[src/rtl/phase_offset_gen.sv]
// phase_offset_gen: drives a reference square wave and a phase-shifted copy
// of the same period. The offset is counted in fpga_clk_i cycles. New
// settings wait in shadow registers and are applied at a period wrap, so the
// outputs never glitch.
module phase_offset_gen #(
  parameter int                      WIDTH        = 8,
  parameter int                      PERIOD_WIDTH = 12,
  parameter logic [PERIOD_WIDTH-1:0] RESET_HALF   = 12'd8
) (
  input  logic                    fpga_clk_i,
  input  logic                    reset_i,
  input  logic                    enable_i,
  input  logic                    load_i,
  input  logic [PERIOD_WIDTH-1:0] half_period_i,
  input  logic [WIDTH-1:0]        offset_i,
  output logic                    reference_o,
  output logic                    generated_o,
  output logic                    pending_o,
  output logic [WIDTH-1:0]        active_offset_o
);

  // The count must reach 2H-1, so it needs one bit more than H.
  // The signed working width leaves headroom for count - offset.
  localparam int CW = PERIOD_WIDTH + 1;
  localparam int SW = PERIOD_WIDTH + 2;

  logic [CW-1:0]           count;
  logic [PERIOD_WIDTH-1:0] act_half;
  logic [PERIOD_WIDTH-1:0] sh_half;
  logic [WIDTH-1:0]        act_off;
  logic [WIDTH-1:0]        sh_off;

  logic [CW-1:0]           period_last;
  logic                    wrap;
  logic [SW-1:0]           two_h;
  logic [SW-1:0]           off_ext;
  logic [SW-1:0]           diff;
  logic [SW-1:0]           gcount;
  logic                    ref_next;
  logic                    gen_next;

  logic [PERIOD_WIDTH-1:0] h_eff;
  logic [SW-1:0]           lim;
  logic [SW-1:0]           in_off_ext;
  logic [SW-1:0]           in_off_neg;
  logic [SW-1:0]           sat_off_ext;
  logic [WIDTH-1:0]        sat_off;

  assign period_last = {act_half, 1'b0} - CW'(1);
  assign wrap        = (count == period_last);

  // Phase of the generated wave: (count - offset) mod 2H using one
  // conditional correction. |offset| < H keeps the difference within one
  // period of range.
  always_comb begin
    two_h   = {1'b0, act_half, 1'b0};
    off_ext = {{(SW-WIDTH){act_off[WIDTH-1]}}, act_off};
    diff    = {1'b0, count} - off_ext;
    gcount  = diff;
    if (diff[SW-1]) begin
      gcount = diff + two_h;
    end else if (diff >= two_h) begin
      gcount = diff - two_h;
    end
    ref_next = ({1'b0, count} < {1'b0, act_half});
    gen_next = (gcount < {2'b0, act_half});
  end

  // Clamp the incoming request when it is loaded: H >= 2, |offset| <= H-1.
  always_comb begin
    h_eff       = (half_period_i < PERIOD_WIDTH'(2)) ? PERIOD_WIDTH'(2) : half_period_i;
    lim         = {2'b0, h_eff} - SW'(1);
    in_off_ext  = {{(SW-WIDTH){offset_i[WIDTH-1]}}, offset_i};
    in_off_neg  = ~in_off_ext + SW'(1);
    sat_off_ext = in_off_ext;
    if (!in_off_ext[SW-1] && (in_off_ext > lim)) begin
      sat_off_ext = lim;
    end else if (in_off_ext[SW-1] && (in_off_neg > lim)) begin
      sat_off_ext = ~lim + SW'(1);
    end
    sat_off = sat_off_ext[WIDTH-1:0];
  end

  // Period counter, registered outputs, and the shadow/apply handshake.
  // Apply uses the shadow as it stood before this edge, so a load landing on
  // the wrap edge waits for the next wrap.
  always_ff @(posedge fpga_clk_i) begin
    if (reset_i) begin
      count       <= '0;
      act_half    <= RESET_HALF;
      act_off     <= '0;
      sh_half     <= RESET_HALF;
      sh_off      <= '0;
      pending_o   <= 1'b0;
      reference_o <= 1'b0;
      generated_o <= 1'b0;
    end else begin
      if (enable_i) begin
        reference_o <= ref_next;
        generated_o <= gen_next;
        if (wrap) begin
          count <= '0;
          if (pending_o) begin
            act_half  <= sh_half;
            act_off   <= sh_off;
            pending_o <= 1'b0;
          end
        end else begin
          count <= count + CW'(1);
        end
      end
      if (load_i) begin
        sh_half   <= h_eff;
        sh_off    <= sat_off;
        pending_o <= 1'b1;
      end
    end
  end

  assign active_offset_o = act_off;

endmodule
[config.mk]
export PLATFORM = sky130hd
export DESIGN_NAME = phase_offset_gen
export DESIGN_NICKNAME = d
export VERILOG_FILES = /design/src/rtl/phase_offset_gen.sv
export SDC_FILE = /design/constraint.sdc
export NUM_CORES = 1
export LEC_CHECK = 0
export BUFFER_PORTS_ARGS = -buffer_cell sky130_fd_sc_hd__buf_4
export CAP_MARGIN = 20
export CELL_PAD_IN_SITES_DETAIL_PLACEMENT = 0
export CELL_PAD_IN_SITES_GLOBAL_PLACEMENT = 1
export CORE_MARGIN = 2
export CORE_UTILIZATION = 41
export CTS_CLUSTER_SIZE = 20
export DETAILED_ROUTE_END_ITERATION = 10
export PLACE_DENSITY_LB_ADDON = 0.12
export REMOVE_ABC_BUFFERS = 1
export SLEW_MARGIN = 0
export SYNTH_ARGS = -nofsm -noshare
export SYNTH_HDL_FRONTEND = slang
export SYNTH_SLANG_ARGS = --single-unit
[constraint.sdc]
create_clock -name fpga_clk_i -period 5 [get_ports fpga_clk_i]
set_input_delay 0.5 -clock fpga_clk_i [delete_from_list [all_inputs] [get_ports fpga_clk_i]]
set_output_delay 0.5 -clock fpga_clk_i [all_outputs]
set_load 0.05 [all_outputs]
# Word-level counts from Yosys, hierarchy flattened
# Index checks and enable logic that the tools add are counted.
# Widths: inputs -> output; s select.
word_totals:
  word_cells: 41
  inputBits: 24
  out_inout_bits: 11
  register_bits: 56
classes:
  reduce_logical: 7
  magnitude_cmp: 6
  n_eq_ne: 1
  bitwise_logic: 2
  n_addsub: 8
  mux: 9
op_table:
  columns: ["operator", "count"]
  rows:
  - ["$gt 14x14->1", 2]
  - ["$mux 14", 2]
  - ["$mux 8", 2]
  - ["$add 14x1->14 const B", 1]
  - ["$add 14x13->14", 1]
  - ["$ge 14x13->1", 1]
  - ["$lt 14x12->1", 1]
  - ["$not 14->14", 1]
  - ["$sub 13x14->14", 1]
  - ["$sub 14x13->14", 1]
  - ["$add 13x1->13 const B", 1]
  - ["$eq 13x13->1", 1]
  - ["$lt 13x12->1", 1]
  - ["$mux 13", 1]
  - ["$sub 12x1->13 const B", 1]
  - ["$sub 13x1->13 const B", 1]
  - ["$lt 12x2->1 const B", 1]
  - ["$mux 12", 1]
  - ["$add 8x1->8 const B", 1]
  - ["$not 8->8", 1]
  - ["$reduce_bool 2->1", 2]
  - ["$mux 1", 3]
  - ["$reduce_and 3->1", 1]
  - ["$logic_and 1x1->1", 2]
  - ["2 further kinds", 2]

# Depth between registers and ports, before layout
# Gate-level depths: netlist of run 1.
logic_depth:
  depth_word: 7
  mapped_depth: 24

# Least setup slack after synthesis of run 1
# No wires, ideal clock.
synth_path:
  path_type: "register to register"
  from: "reg act_off[7], in the netlist active_offset_o[7]"
  to: "reg generated_o"
  setup_slack_ps: -131
  stages_incl_launch_ff: 23
  synth_period_minus_slack_ps: 5131
  t_arrival_ps: 5071
  setup_ps: 60
  path_buffers: 1
  path_cell_list: "dfxtp_1 > inv_1 > ha_1 > and2_1 > and4_1 > a31oi_1 > nand3b_1 > xor2_1 > ha_1 > clkbuf_1 > nand2_1 > nor3_1 > a221o_1 > nand2_1 > o311ai_0 > ha_1 > a21o_1 > a21oi_1 > o21ai_0 > a221o_1 > nand3_1 > a21o_1 > o311a_1"
synth_via:
  elab_chain_cells: 5
  elab_cells_between_ends: 7
  cone_classes: "add/sub (3); order compare (2); mux (2)"
synth_rtl:
  columns: ["element", "line_no", "source"]
  rows:
  - ["start, declared", "30", "logic [WIDTH-1:0] act_off;"]
  - ["start signal, assigned", "105", "act_off <= sh_off;"]
  - ["$sub 13x14->14 (*)", "58", "diff = {1'b0, count} - off_ext;"]
  - ["$sub 14x13->14 or $ge 14x13->1 (tied branches)", "63, 62", null]
  - ["$mux 14", "62", "end else if (diff >= two_h) begin"]
  - ["$mux 14 (*)", "60", "if (diff[SW-1]) begin"]
  - ["$lt 14x12->1 (*)", "66", "gen_next = (gcount < {2'b0, act_half});"]
  - ["end signal, assigned", "100", "generated_o <= gen_next;"]
  - ["end, declared", "17", "output logic generated_o,"]
# Mark *: on every way between the ends. The rest lies on a longest branch, timed or not.
# A chain may end at the register's enable or synchronous reset.

# Final worst setup path of run 1
layout_path:
  from: "reg count[0]"
  to: "reg generated_o"
layout_via:
  elab_chain_cells: 5
  elab_cells_between_ends: 7
  cone_classes: "add/sub (3); order compare (2); mux (2)"
layout_rtl:
  columns: ["element", "line_no", "source"]
  rows:
  - ["start, declared", "27", "logic [CW-1:0] count;"]
  - ["start signal, assigned", "109", "count <= count + CW'(1);"]
  - ["$sub 13x14->14 (*)", "58", null]
  - ["$sub 14x13->14 or $ge 14x13->1 (tied branches)", "63, 62", null]
  - ["$mux 14", "62", null]
  - ["$mux 14 (*)", "60", null]
  - ["$lt 14x12->1 (*)", "66", null]
# Marks and branches as above.

==> results.toml, run 1 <==
[logic_synthesis]
synth_fa_ha_area_frac = 0.198
async_flop_share = 0
avgSynthCellArea_sq_um = 7.90
yosysWarnings = 0
ys_types = 73
muxShareOfSynthArea = 0.0531
synth_compound_gate_area_share = 0.223
syn-cell-area_sq_um = 6050
synthCells = 766
synth_seq_cells = 56
synth_top_family_by_area = "compound AO/OA/AOI/OAI gates"
synth_xor_xnor_area_share = 0.0723
seq_area_frac_synth = 0.185
synth_edf_count = 0
synthSimpleGateAreaFrac = 0.220
synth_top_flop_cell = "dfxtp_1"

[sta]
slew_violations = 0
layout_min_cycle_time_ns = 4.96
holdWs_ns = 0.462
fin_crit_sh = 0.992
finalSetupViolations = 0
worst_pin_slew_ns = 0.732
hold_viol_final = 0
relSlewSlack = 0.511
fin_tns_setup_ns = 0
clock_skew_ns = 0.00482
max_freq_mhz = 202

[setup_path]
critPathSlowestCell = "fa_1"
start_kind = "flip-flop"
crit_chain = "inv_1, ha_1, fa_1, nor2b_2, o31ai_4, a21oi_2, a31oi_1, xnor2_1, ha_1, a21o_1, a21o_1, a221oi_2, a31oi_1, buf_4, and3_1, a211oi_1, ha_1, inv_1, o21ai_0, a221o_1, nand3_2, a21o_1, o311a_1"
max_stage_delay_ns = 0.43
crit_type = "reg2reg"
endpoint_kind = "flip-flop"
crit_fanout = 6
rr_worst_depth = 23
required_ns = 5.25
arrival_ns = 5.21

[clock_network]
root_buffer = "clkbuf_16"
max-clock-path-buffers = 2
cts-buffers-inserted = 5
htree_levels = 2
clock_latency_ns = 0.30
cts_tree = "done"
clock_sinks = 56
holdBufCountCts = 0
clk_pin_slew_ns = 0.07

[floorplan]
dieArea_sq_um = 15800
row_count = 44
io_pins = 35
die_w_um = 126
die_h_um = 126
design.core.area_sq_um = 14500
initial_utilization = 0.418

[grt]
grt_first_pass_wirelength_mm = 28.5
grt_max_degree = 50
antenna_found_initial = 0
grt_pass1_vias = 5908
overflow = 0
track_usage = 0.221

[cells_and_area]
fin_nets = 965
final_common_cell = "buf_4"
layout_common_cells = "buf_4, ha_1, nor2_1"
fin_cells = 1032
diodes = 0
areaGrowthSynthToFinish_pct = 18.7
drive_gt1_frac = 0.175
fillers = 1432

[routing]
avgRoutedWirePerCell_um = 17.4
firstDrtPassIters = 5
routed_wl_mm = 18.0
ant_nets = 0
vias_per_cell = 5.82
drtIter0Drc = 388
drc = 0
via_count = 6006

[run]
drv_cap = 0

[worst_hold_path]
hold_path_class = "reg2reg"
hold_path_depth = 2

[power]
p_total_mw = 1.44
power.density_nw_per_um2 = 201
ir_drop_v = 0.000123
leakage_nw = 3.27

[placement]
hpwl_mm = 14.7
dpl.cell_count = 1017
port_buffers = 34
gp_congestion = 0.867

[run_status]
status = "completed"
-- power by group --
part / switching [mW] / internal (mW) / leakage (nW)
Combinational: 0.337 / 0.273 / 2.74
Sequential: 0.0106 / 0.462 / 0.458
Clock: 0.171 / 0.188 / 0.0742
-- cell type report --
type	instances	area [sq um]	share of cell area
Multi-Input combinational cell	638	4780	0.666
Clock buffer	5	125	0.0174
Clock inverter	3	22.5	0.00314
Inverter	52	195	0.0272
Timing Repair Buffer	94	706	0.0982
Tap cell	184	230	0.0321
Sequential cell	56	1120	0.156
-- synthesized netlist by cell type (all sizes together), types with 6 or more instances --
library cell	number	area, sq um
xnor2	27	236
clkbuf	12	45.0
buf	8	53.8
nor2b	6	37.5
nor2	83	312
o31ai	6	45.0
a211oi	7	52.6
ha	91	1140
a21oi	50	250
or3	10	62.6
o211ai	8	60.1
or2	7	43.8
nor3	34	175
xor2	23	201
o21a	7	52.6
nor4	8	65.1
mux2i	31	310
o21ai	31	155
and3	13	81.3
dfxtp	56	1120
a21o	23	173
inv	51	191
nand4	10	62.6
nand2	51	191
a31oi	8	50.1
nand3	14	70.1
nand2b	10	62.6
-- registers in the layout, summed over array words and instances, names as in the netlist --
signal           cells
act_half            12
count               13
reference_o          1
generated_o          1
sh_half             12
sh_off               8
pending_o            1
active_offset_o      8
-- repair_timing --
action                     CTS  global route
pin swaps                    2            25
setup endpoints to repair    1             1
gates resized for setup      3            30
buffers inserted             0             7
-- per-stage QoR --
| step | instance area, sq um | utilization | setup slack, ns |
|---|---|---|---|
| finish | 7180 | 0.496 | 0.0391 |
| global route | 7180 | 0.496 | -0.0950 |
| CTS | 7000 | 0.483 | 0.00848 |
| detailed placement | 6840 | 0.472 | -0.0862 |
| global placement | 6840 | 0.472 | 0.00797 |
| floorplan | 5950 | - | -0.0834 |
-- path summary, 6_finish.rpt --
kind | startpoint | to | slack [ns]
worst max register to register | count[0]$_SDFFE_PP0P_ | generated_o$_SDFFE_PP0P_ | 0.04
worst min register to register | sh_off[4]$_SDFFE_PP0P_ | sh_off[4]$_SDFFE_PP0P_ | 0.46
worst max-delay path | count[0]$_SDFFE_PP0P_ | generated_o$_SDFFE_PP0P_ | 0.04
worst min-delay path | sh_off[4]$_SDFFE_PP0P_ | sh_off[4]$_SDFFE_PP0P_ | 0.46
-- logic make-up (layout without fill, tap and decap cells) --
kind of cell    Yosys count  in the layout
fa+ha+maj                94             94
xor+xnor                 50             50
simple gates            265            265
flops                    56             56
compound gates          197            197
mux                      32             32
buf+inv                  72            154
-- per-layer routing --
| layer | GRT usage | share of wire | up-vias |
|---|---|---|---|
| li1 | - | - | 2974 |
| met1 | 0.254 | 0.43 | 2844 |
| met2 | 0.417 | 0.51 | 152 |
| met3 | 0.0223 | 0.034 | 36 |
| met4 | 0.0830 | 0.030 | 0 |
| met5 | 0 | 0 | - |
-- critical path, delay by kind of cell, from the launching register on --
family          cells  cell delay [ns]
compound gates     12             2.21
xor+xnor            1             0.30
fa+ha+maj           4             1.27
buf+inv             3             0.30
flops               1             0.33
simple gates        3             0.47
Note: power is estimated with default switching activity, not from simulation.
==> run 2, diff against run 1 <==
- CELL_PAD_IN_SITES_DETAIL_PLACEMENT: 0 -> not set
- CELL_PAD_IN_SITES_GLOBAL_PLACEMENT: 1 -> not set
==> run 2 against run 1 <==
Setup slack gained 0.075 ns; sequential share of layout area shrank 0.28 points; global-route usage grew 0.96 points; clock skew grew 0.0012 ns; worst hold slack gained 0.0077 ns; highest routed layer unchanged; register-to-register slack gained 0.08 ns; final area grew 2.0%; largest cell class unchanged; critical endpoint unchanged; non-clock buffer count grew 9; via count shrank 0.18%; total power grew 2.8%; largest power group unchanged; core utilization grew 0.98 points.
==> results.toml, run 2 (synthesis results as in run 1) <==
[setup_path]
crit_fanout = 6
crit_chain = "inv_1, ha_1, fa_2, nor2b_4, o31ai_4, a21oi_2, a31oi_2, xnor2_2, ha_1, a21o_1, a21o_1, a221o_2, nor2_1, a21oi_1, mux2_4, ha_1, a21o_1, a21oi_2, o21ai_2, a221o_1, nand3_2, a21o_1, o311a_1"
critPathSlowestCell = "a221o_2"
arrival_ns = 5.13
crit_buf_inv = 1
setup.worst_path.start = "count[0]$_SDFFE_PP0P_"
cp.depth = 23
max_stage_delay_ns = 0.49
crit_path_end = "generated_o$_SDFFE_PP0P_"
crit_type = "reg2reg"
r2r_end = "generated_o$_SDFFE_PP0P_"
start_kind = "flip-flop"
r2r_slack_ns = 0.11
rr_startpoint = "count[0]$_SDFFE_PP0P_"
cp_common_cell = "a21o_1"
endpoint_kind = "flip-flop"
cp_top_family = "compound AO/OA/AOI/OAI gates"
rr_worst_depth = 23
required_ns = 5.25

[grt]
grt_first_pass_wirelength_mm = 30.1
grt_util_met3 = 0.0188
grt_max_degree = 50
grt_util_met1 = 0.280
grt_pass1_vias = 6048
overflow = 0
gr-max-usage-layer = "met2"
met2_usage = 0.431
track_usage = 0.230
antenna_found_initial = 0

[sta]
hold_viol_final = 0
finalSetupViolations = 0
max_freq_mhz = 205
layout_min_cycle_time_ns = 4.89
holdWs_ns = 0.470
slew_violations = 0
worst_pin_slew_ns = 0.739
layout_setup_ws_ns = 0.115
clock_skew_ns = 0.00600
relSlewSlack = 0.506
fin_crit_sh = 0.977
fin_tns_setup_ns = 0

[clock_network]
clk_pin_slew_ns = 0.07
cts_tree = "done"
holdBufCountCts = 0
htree_levels = 2
max-clock-path-buffers = 2
cts-buffers-inserted = 5
clock_sinks = 56
root_buffer = "clkbuf_16"
clock_latency_ns = 0.30

[run]
drv_cap = 0

[floorplan]
die_h_um = 126
die_w_um = 126
design.core.area_sq_um = 14500
row_count = 44
io_pins = 35
dieArea_sq_um = 15800
initial_utilization = 0.418

[cells_and_area]
fillers = 1436
regMostFlops = "count"
largest_reg_flops = 13
fin_area_sq_um = 7320
final_common_cell = "buf_4"
diodes = 0
layout_common_cells = "buf_4, ha_1, nor2_1"
areaGrowthSynthToFinish_pct = 21.0
postLayoutCoreUtil = 0.506
fin_nets = 974
reg.largest.list = "count (13), act_half (12), sh_half (12)"
drive_gt1_frac = 0.195
fin_cells = 1041

[worst_hold_path]
hold_path_class = "in2reg"

[placement]
dpl.cell_count = 1030
pre_cts_ws_ns = -0.0830
hpwl_mm = 15.0
port_buffers = 34
post_dp_cell_area_sq_um = 6940
gp_congestion = 0.900

[routing]
drc = 0
avgRoutedWirePerCell_um = 17.6
vias_per_cell = 5.76
via_count = 5995
routed_wl_mm = 18.3
ant_nets = 0
firstDrtPassIters = 5
drtIter0Drc = 271

[power]
p_total_mw = 1.48
power.density_nw_per_um2 = 202
leakage_nw = 3.35
ir_drop_v = 0.000112

[run_status]
status = "completed"
-- run 2: cell types whose count changed in the layout (fill, tap and decap cells not counted), moves of 2 or more --
| cell | change |
|---|---|
| buf_6 | +2 |
| nor3_2 | +2 |
| ha_1 | -2 |
| nand2_2 | +2 |
| a31oi_2 | +2 |
| nand2_1 | -2 |
| buf_4 | +7 |
-- run 2: layout make-up --
class,count,area (sq um),area share
clock buffers,5,125,0.0171
clock inverters,3,33.8,0.00461
inverters,52,195,0.0266
multi-input cells,638,4830,0.660
flip-flops and latches,56,1120,0.154
well taps,184,230,0.0314
repair buffers,103,781,0.107
-- run 2: worst min path at each step --
| stage | slack (ns) | endpoint | cells past startpoint | from |
|---|---|---|---|---|
| floorplan | 0.42 | sh_off[1]$_SDFFE_PP0P_ | 2 | sh_off[1]$_SDFFE_PP0P_ |
| global placement | 0.46 | sh_off[1]$_SDFFE_PP0P_ | 2 | sh_off[1]$_SDFFE_PP0P_ |
| detailed placement | 0.46 | sh_off[1]$_SDFFE_PP0P_ | 2 | sh_off[1]$_SDFFE_PP0P_ |
| CTS | 0.46 | sh_half[11]$_SDFFE_PP0P_ | 3 | half_period_i[11] |
| global route | 0.47 | sh_half[11]$_SDFFE_PP0P_ | 3 | half_period_i[11] |
| finish | 0.47 | sh_half[11]$_SDFFE_PP0P_ | 3 | half_period_i[11] |
-- run 2: per-layer routing --
layer  vias to the layer above  routed length, um
met5                         -                  0
met4                         0                338
met3                        26                561
met2                       141               9530
met1                      2845               7890
li1                       2983                  -
-- run 2: tightest hold or removal path: stages --
cell and delay (ns):
buf_4 0.10, mux2i_1 0.06, nor2_1 0.07
-- run 2: where the power goes --
group	internal, mW	switching, mW
clock network	0.193	0.180
registers	0.462	0.0106
logic	0.295	0.341
-- run 2: repair_timing --
action	CTS	global route
setup endpoints to repair	1	1
setup buffers	0	3
pin swaps	0	33
gates resized for setup	5	42
cloned	0	0
